## config.mk

```make
export PLATFORM = sky130hd
export DESIGN_NAME = fwd_hazard_unit
export DESIGN_NICKNAME = d
export VERILOG_FILES = /design/src/rtl/fwd_hazard_unit.sv
export SDC_FILE = /design/constraint.sdc
export NUM_CORES = 1
export LEC_CHECK = 0
export CELL_PAD_IN_SITES_DETAIL_PLACEMENT = 0
export CELL_PAD_IN_SITES_GLOBAL_PLACEMENT = 1
export CORE_ASPECT_RATIO = 0.8
export CORE_UTILIZATION = 35
export DETAILED_ROUTE_END_ITERATION = 8
export PLACE_DENSITY_LB_ADDON = 0.3
export SLEW_MARGIN = 20
export SYNTH_ARGS = -nofsm -noshare
export SYNTH_HDL_FRONTEND = slang
export SYNTH_SLANG_ARGS = --single-unit
```

## constraint.sdc

```tcl
create_clock -name clk_i -period 2 [get_ports clk_i]
set_clock_uncertainty 0.05 [all_clocks]
set_input_delay 0.2 -clock clk_i [delete_from_list [all_inputs] [get_ports clk_i]]
set_output_delay 0.2 -clock clk_i [all_outputs]
set_load 0.03 [all_outputs]
```

## src/rtl/fwd_hazard_unit.sv

```systemverilog
// fwd_hazard_unit: EX-stage operand-forwarding selects and load-use stall,
// derived from a private shadow of the EX/MEM/WB destination/control fields.
module fwd_hazard_unit #(
    parameter int unsigned REG_ADDR_W = 5,
    parameter int unsigned CNT_W      = 16
) (
    input  logic                  clk_i,
    input  logic                  rst_i,
    input  logic                  id_valid_i,
    input  logic [REG_ADDR_W-1:0] id_rs_i,
    input  logic [REG_ADDR_W-1:0] id_rt_i,
    input  logic [REG_ADDR_W-1:0] id_rd_i,
    input  logic                  id_regwrite_i,
    input  logic                  id_memread_i,
    input  logic                  flush_i,
    output logic                  stall_o,
    output logic                  ex_valid_o,
    output logic [1:0]            ex_fwd_a_o,
    output logic [1:0]            ex_fwd_b_o,
    output logic [CNT_W-1:0]      stall_cnt_o
);

    localparam logic [1:0] SEL_RF    = 2'd0;
    localparam logic [1:0] SEL_EXMEM = 2'd1;
    localparam logic [1:0] SEL_MEMWB = 2'd2;

    logic                  ex_valid, ex_regwrite, ex_memread;
    logic [REG_ADDR_W-1:0] ex_rd;
    logic                  mem_valid, mem_regwrite, mem_memread;
    logic [REG_ADDR_W-1:0] mem_rd;
    logic                  wb_valid, wb_regwrite, wb_memread;
    logic [REG_ADDR_W-1:0] wb_rd;

    logic [1:0]       fwd_a, fwd_b;
    logic [1:0]       fwd_a_nxt, fwd_b_nxt;
    logic [CNT_W-1:0] stall_cnt;
    logic             ex_prod, mem_prod, load_use, bubble;
    logic             unused_wb;

    // Hazard detection and next-cycle mux selects for the instruction entering EX.
    always_comb begin
        ex_prod   = ex_valid & ex_regwrite & (ex_rd != '0);
        mem_prod  = mem_valid & mem_regwrite & (mem_rd != '0);
        load_use  = id_valid_i & ~flush_i & ex_memread & ex_prod &
                    ((ex_rd == id_rs_i) | (ex_rd == id_rt_i));
        bubble    = load_use | flush_i | ~id_valid_i;
        fwd_a_nxt = SEL_RF;
        fwd_b_nxt = SEL_RF;
        if (!bubble) begin
            // Youngest producer wins: EX/MEM result ahead of MEM/WB result.
            if (ex_prod && !ex_memread && (ex_rd == id_rs_i)) begin
                fwd_a_nxt = SEL_EXMEM;
            end else if (mem_prod && (mem_rd == id_rs_i)) begin
                fwd_a_nxt = SEL_MEMWB;
            end
            if (ex_prod && !ex_memread && (ex_rd == id_rt_i)) begin
                fwd_b_nxt = SEL_EXMEM;
            end else if (mem_prod && (mem_rd == id_rt_i)) begin
                fwd_b_nxt = SEL_MEMWB;
            end
        end
    end

    // Shadow pipeline; stalls never freeze it, they only inject a bubble into EX.
    always_ff @(posedge clk_i or posedge rst_i) begin
        if (rst_i) begin
            ex_valid     <= 1'b0;
            ex_regwrite  <= 1'b0;
            ex_memread   <= 1'b0;
            ex_rd        <= '0;
            mem_valid    <= 1'b0;
            mem_regwrite <= 1'b0;
            mem_memread  <= 1'b0;
            mem_rd       <= '0;
            wb_valid     <= 1'b0;
            wb_regwrite  <= 1'b0;
            wb_memread   <= 1'b0;
            wb_rd        <= '0;
            fwd_a        <= SEL_RF;
            fwd_b        <= SEL_RF;
        end else begin
            wb_valid     <= mem_valid;
            wb_regwrite  <= mem_regwrite;
            wb_memread   <= mem_memread;
            wb_rd        <= mem_rd;
            mem_valid    <= ex_valid;
            mem_regwrite <= ex_regwrite;
            mem_memread  <= ex_memread;
            mem_rd       <= ex_rd;
            if (load_use || flush_i) begin
                ex_valid    <= 1'b0;
                ex_regwrite <= 1'b0;
                ex_memread  <= 1'b0;
                ex_rd       <= '0;
            end else begin
                ex_valid    <= id_valid_i;
                ex_regwrite <= id_regwrite_i;
                ex_memread  <= id_memread_i;
                ex_rd       <= id_rd_i;
            end
            fwd_a <= fwd_a_nxt;
            fwd_b <= fwd_b_nxt;
        end
    end

    // Saturating count of cycles spent in load-use stall.
    always_ff @(posedge clk_i or posedge rst_i) begin
        if (rst_i) begin
            stall_cnt <= '0;
        end else if (load_use && (stall_cnt != '1)) begin
            stall_cnt <= stall_cnt + CNT_W'(1);
        end
    end

    // WB exists only to give the MEM->WB shift a destination; nothing compares it.
    assign unused_wb = ^{wb_valid, wb_regwrite, wb_memread, wb_rd};

    assign stall_o     = load_use;
    assign ex_valid_o  = ex_valid;
    assign ex_fwd_a_o  = fwd_a;
    assign ex_fwd_b_o  = fwd_b;
    assign stall_cnt_o = stall_cnt;

endmodule

```

==> key figures <==
STA
  – Slew HR: 0.632
  – RSZ-0062 raised after global routing: yes
  – Setup violators final: 0
  – Fin crit share: 0.985
  – Max-slew violation count: 0
  – Fmax: 508 MHz
  – Worst-Margin Slew: 546 ps
  – Clock period minus worst slack: 1970 ps
  – Final hold vios: 0
  – Final hold slack: 257 ps

Final layout
  – Post-layout nets: 259
  – Finished Cell Area: about 2700 sq um
  – Layout Utilization: 0.578
  – Area Overhead vs Synth: 53.6%
  – N_diodes: 0
  – Layout cells sized above 1: 0.319
  – Area of the multi-input gates: between 900 and 1000 sq um
  – Layout fillers: between 400 and 500
  – Register Area: 885 sq um

Critical path
  – Critical path arrival: 1720 ps
  – Worst R2R Path Depth: 5
  – CP Class: flip-flop to output pin
  – Setup crit start kind: flip-flop
  – Worst Path Required: 1750 ps
  – RR Endpoint: stall_cnt_o[1]$_DFFE_PP0P_
  – Crit-path max FO: 14
  – Worst R2R Setup Slack: 100 ps
  – RR Startpoint: stall_cnt_o[1]$_DFFE_PP0P_
  – Worst Setup End Kind: output pin

Global routing
  – Pin count of the biggest net entering global routing: 36
  – Initial antenna violation count: 0
  – Remaining Overflow, GRT: 0
  – Global-route wire length before repair: 6.79 mm
  – GRT Resource Usage Total: 0.172
  – Vias in the first global route: 1479

Synthesis
  – Ys async rst share: 1.00
  – Top cells by area, synth: dfrtp_1, xor2_1, xnor2_1
  – Yosys cell types: 33
  – Yosys top cell area share: 0.491
  – Syn nets: 175
  – Mapped Area: 1780 sq um
  – Commonest cells in the netlist: dfrtp_1, xor2_1, nand3_1, xnor2_1, nand2_1
  – Avg Inst Size Synth: ~12 sq um
  – EDFF count, synth: 0
  – Ys Warns: 0
  – Register area share after synthesis: 0.491
  – Top_reg_cell synth: dfrtp_1
  – Cells after Synth: 153
  – Flops & latches, synth: 35
  – Most frequent cell after synthesis: dfrtp_1
  – Synth area leader: dfrtp_1

Detailed routing
  – Pre-antenna DRT Iters: 4
  – Via count: 1492
  – Vias per cell: 5.01
  – Routed Antenna Nets: 0
  – Wirelength, routed: around 4.2 mm
  – Initial DRC Count: 42
  – DRC viols: 0
  – WL/cell: 14.0 microns

Die
  – Top-Level Pins: 43
  – Core Rows: 22
  – Die height: 65.8 microns
  – Die X: approximately 82 microns
  – Die area: around 5400 sq um
  – Starting Density: 0.377
  – Core area: 4730 sq um

Worst hold path
  – Worst min path class: input pin to async pin

CTS
  – CTS max path bufs: 2
  – Clk root buf: clkbuf_8
  – CTS Hold Bufs: 0
  – Later-pin clock latency in the skew report: 290 ps
  – Clock Pin Slew Worst Setup and Hold Paths: about 70 ps
  – Level count of the clock H-tree: 2
  – Cts bufs inserted: 5
  – CTS sink cnt: 35
  – CTS tree: done

Placed design
  – Hpwl dp: 3.11 mm
  – Port Buffer Count: between 40 and 50
  – Dpl cell area: 2510 sq um
  – Final GP Congestion: 0.861

Power and ir drop
  – Leak pwr: 1.17 nW
  – Power Density: approximately 540 nW/um^2
  – Worst IR drop on VDD: 0.408 mV
  – Pwr Total: 0.00147 W

Flow run
  – Max-Cap Viols: 0

Status
  – Status: complete, no violations
stage by stage:
| stage | instances | TNS, ps | setup WS (ps) |
|---|---|---|---|
| final | 298 | 0 | 30.6 |
| after global routing | 298 | -99.3 | -39.9 |
| after CTS | 288 | 0 | 4.33 |
| after detailed placement | 280 | -2130 | -158 |
| after global placement | 280 | -589 | -79.9 |
| after floorplan | 153 | -12.3 | -12.3 |
logic make-up after synthesis:
kind of cell / synth area share
simple gates: 0.181
flops: 0.491
xor+xnor: 0.167
compound gates: 0.116
buf+inv: 0.0253
mux: 0.0126
fa+ha+maj: 0.00702
what timing repair did:
item                                    in CTS  in global routing
gates resized for setup                      5                  5
cloned                                       0                  1
setup buffers                                0                  9
endpoints found under the setup margin       1                 14
pin swaps                                    1                  5
critical path, cell delays in order, from the launching register on:
cell and delay (ps):
dfrtp_2 440, xor2_1 180, nor3_2 200, nand3_2 110
buf_12 170, a21oi_4 170, buf_6 160
flip-flops by register name, indices dropped and copies added (netlist names):
register and cells:
stall_cnt_o 16, ex_rd 5, mem_rd 5, ex_fwd_a_o 2
ex_fwd_b_o 2, ex_memread 1, ex_regwrite 1, ex_valid_o 1
mem_regwrite 1, mem_valid 1
layout make-up:
class | count | area share
flip-flops and latches | 35 | 0.323
clock inverters | 1 | 0.00274
inverters | 4 | 0.00548
multi-input cells | 111 | 0.339
repair buffers | 80 | 0.267
clock buffers | 7 | 0.0352
well taps | 60 | 0.0274
power by group:
part           leakage, nW  internal [W]  switching (W)
Clock               0.0505      0.000313       0.000245
Sequential           0.457      0.000724      0.0000173
Combinational        0.666     0.0000926      0.0000756
routing by layer:
| layer | wire (microns) | up-vias | GRT usage |
|---|---|---|---|
| li1 | - | 720 | - |
| met1 | 1850 | 735 | 0.217 |
| met2 | 2100 | 32 | 0.283 |
| met3 | 178 | 5 | 0.0455 |
| met4 | 42 | 0 | 0.0592 |
| met5 | 0 | - | 0 |
cell usage in the layout (no fill, tap or decap), drive strengths merged:
master,instances
a2111oi,5
a211oi,8
a21o,1
a21oi,4
and3,1
and4,1
buf,39
clkbuf,7
clkdlybuf4s50,41
clkinvlp,1
dfrtp,35
ha,1
inv,4
mux2,2
nand2,8
nand2b,1
nand3,12
nand3b,1
nand4,2
nor2,3
nor3,6
nor3b,7
nor4,7
o21ai,2
o41ai,2
or2,2
or4,1
xnor2,9
xor2,25
worst max-delay path by stage:
stage,slack [ps],end,from,depth (start not counted)
after detailed placement,-160,stall_cnt_o[10]$_DFFE_PP0P_,id_rt_i[3],7
after CTS,4,stall_o,ex_rd[4]$_DFF_PP0_,6
after global routing,-40,stall_o,ex_rd[3]$_DFF_PP0_,6
after global placement,-80,stall_cnt_o[10]$_DFFE_PP0P_,id_rt_i[3],7
final,30,stall_o,ex_rd[3]$_DFF_PP0_,6
after floorplan,-10,stall_cnt_o[1]$_DFFE_PP0P_,stall_cnt_o[0]$_DFFE_PP0P_,5
Note: power is estimated with default switching activity, not from simulation.
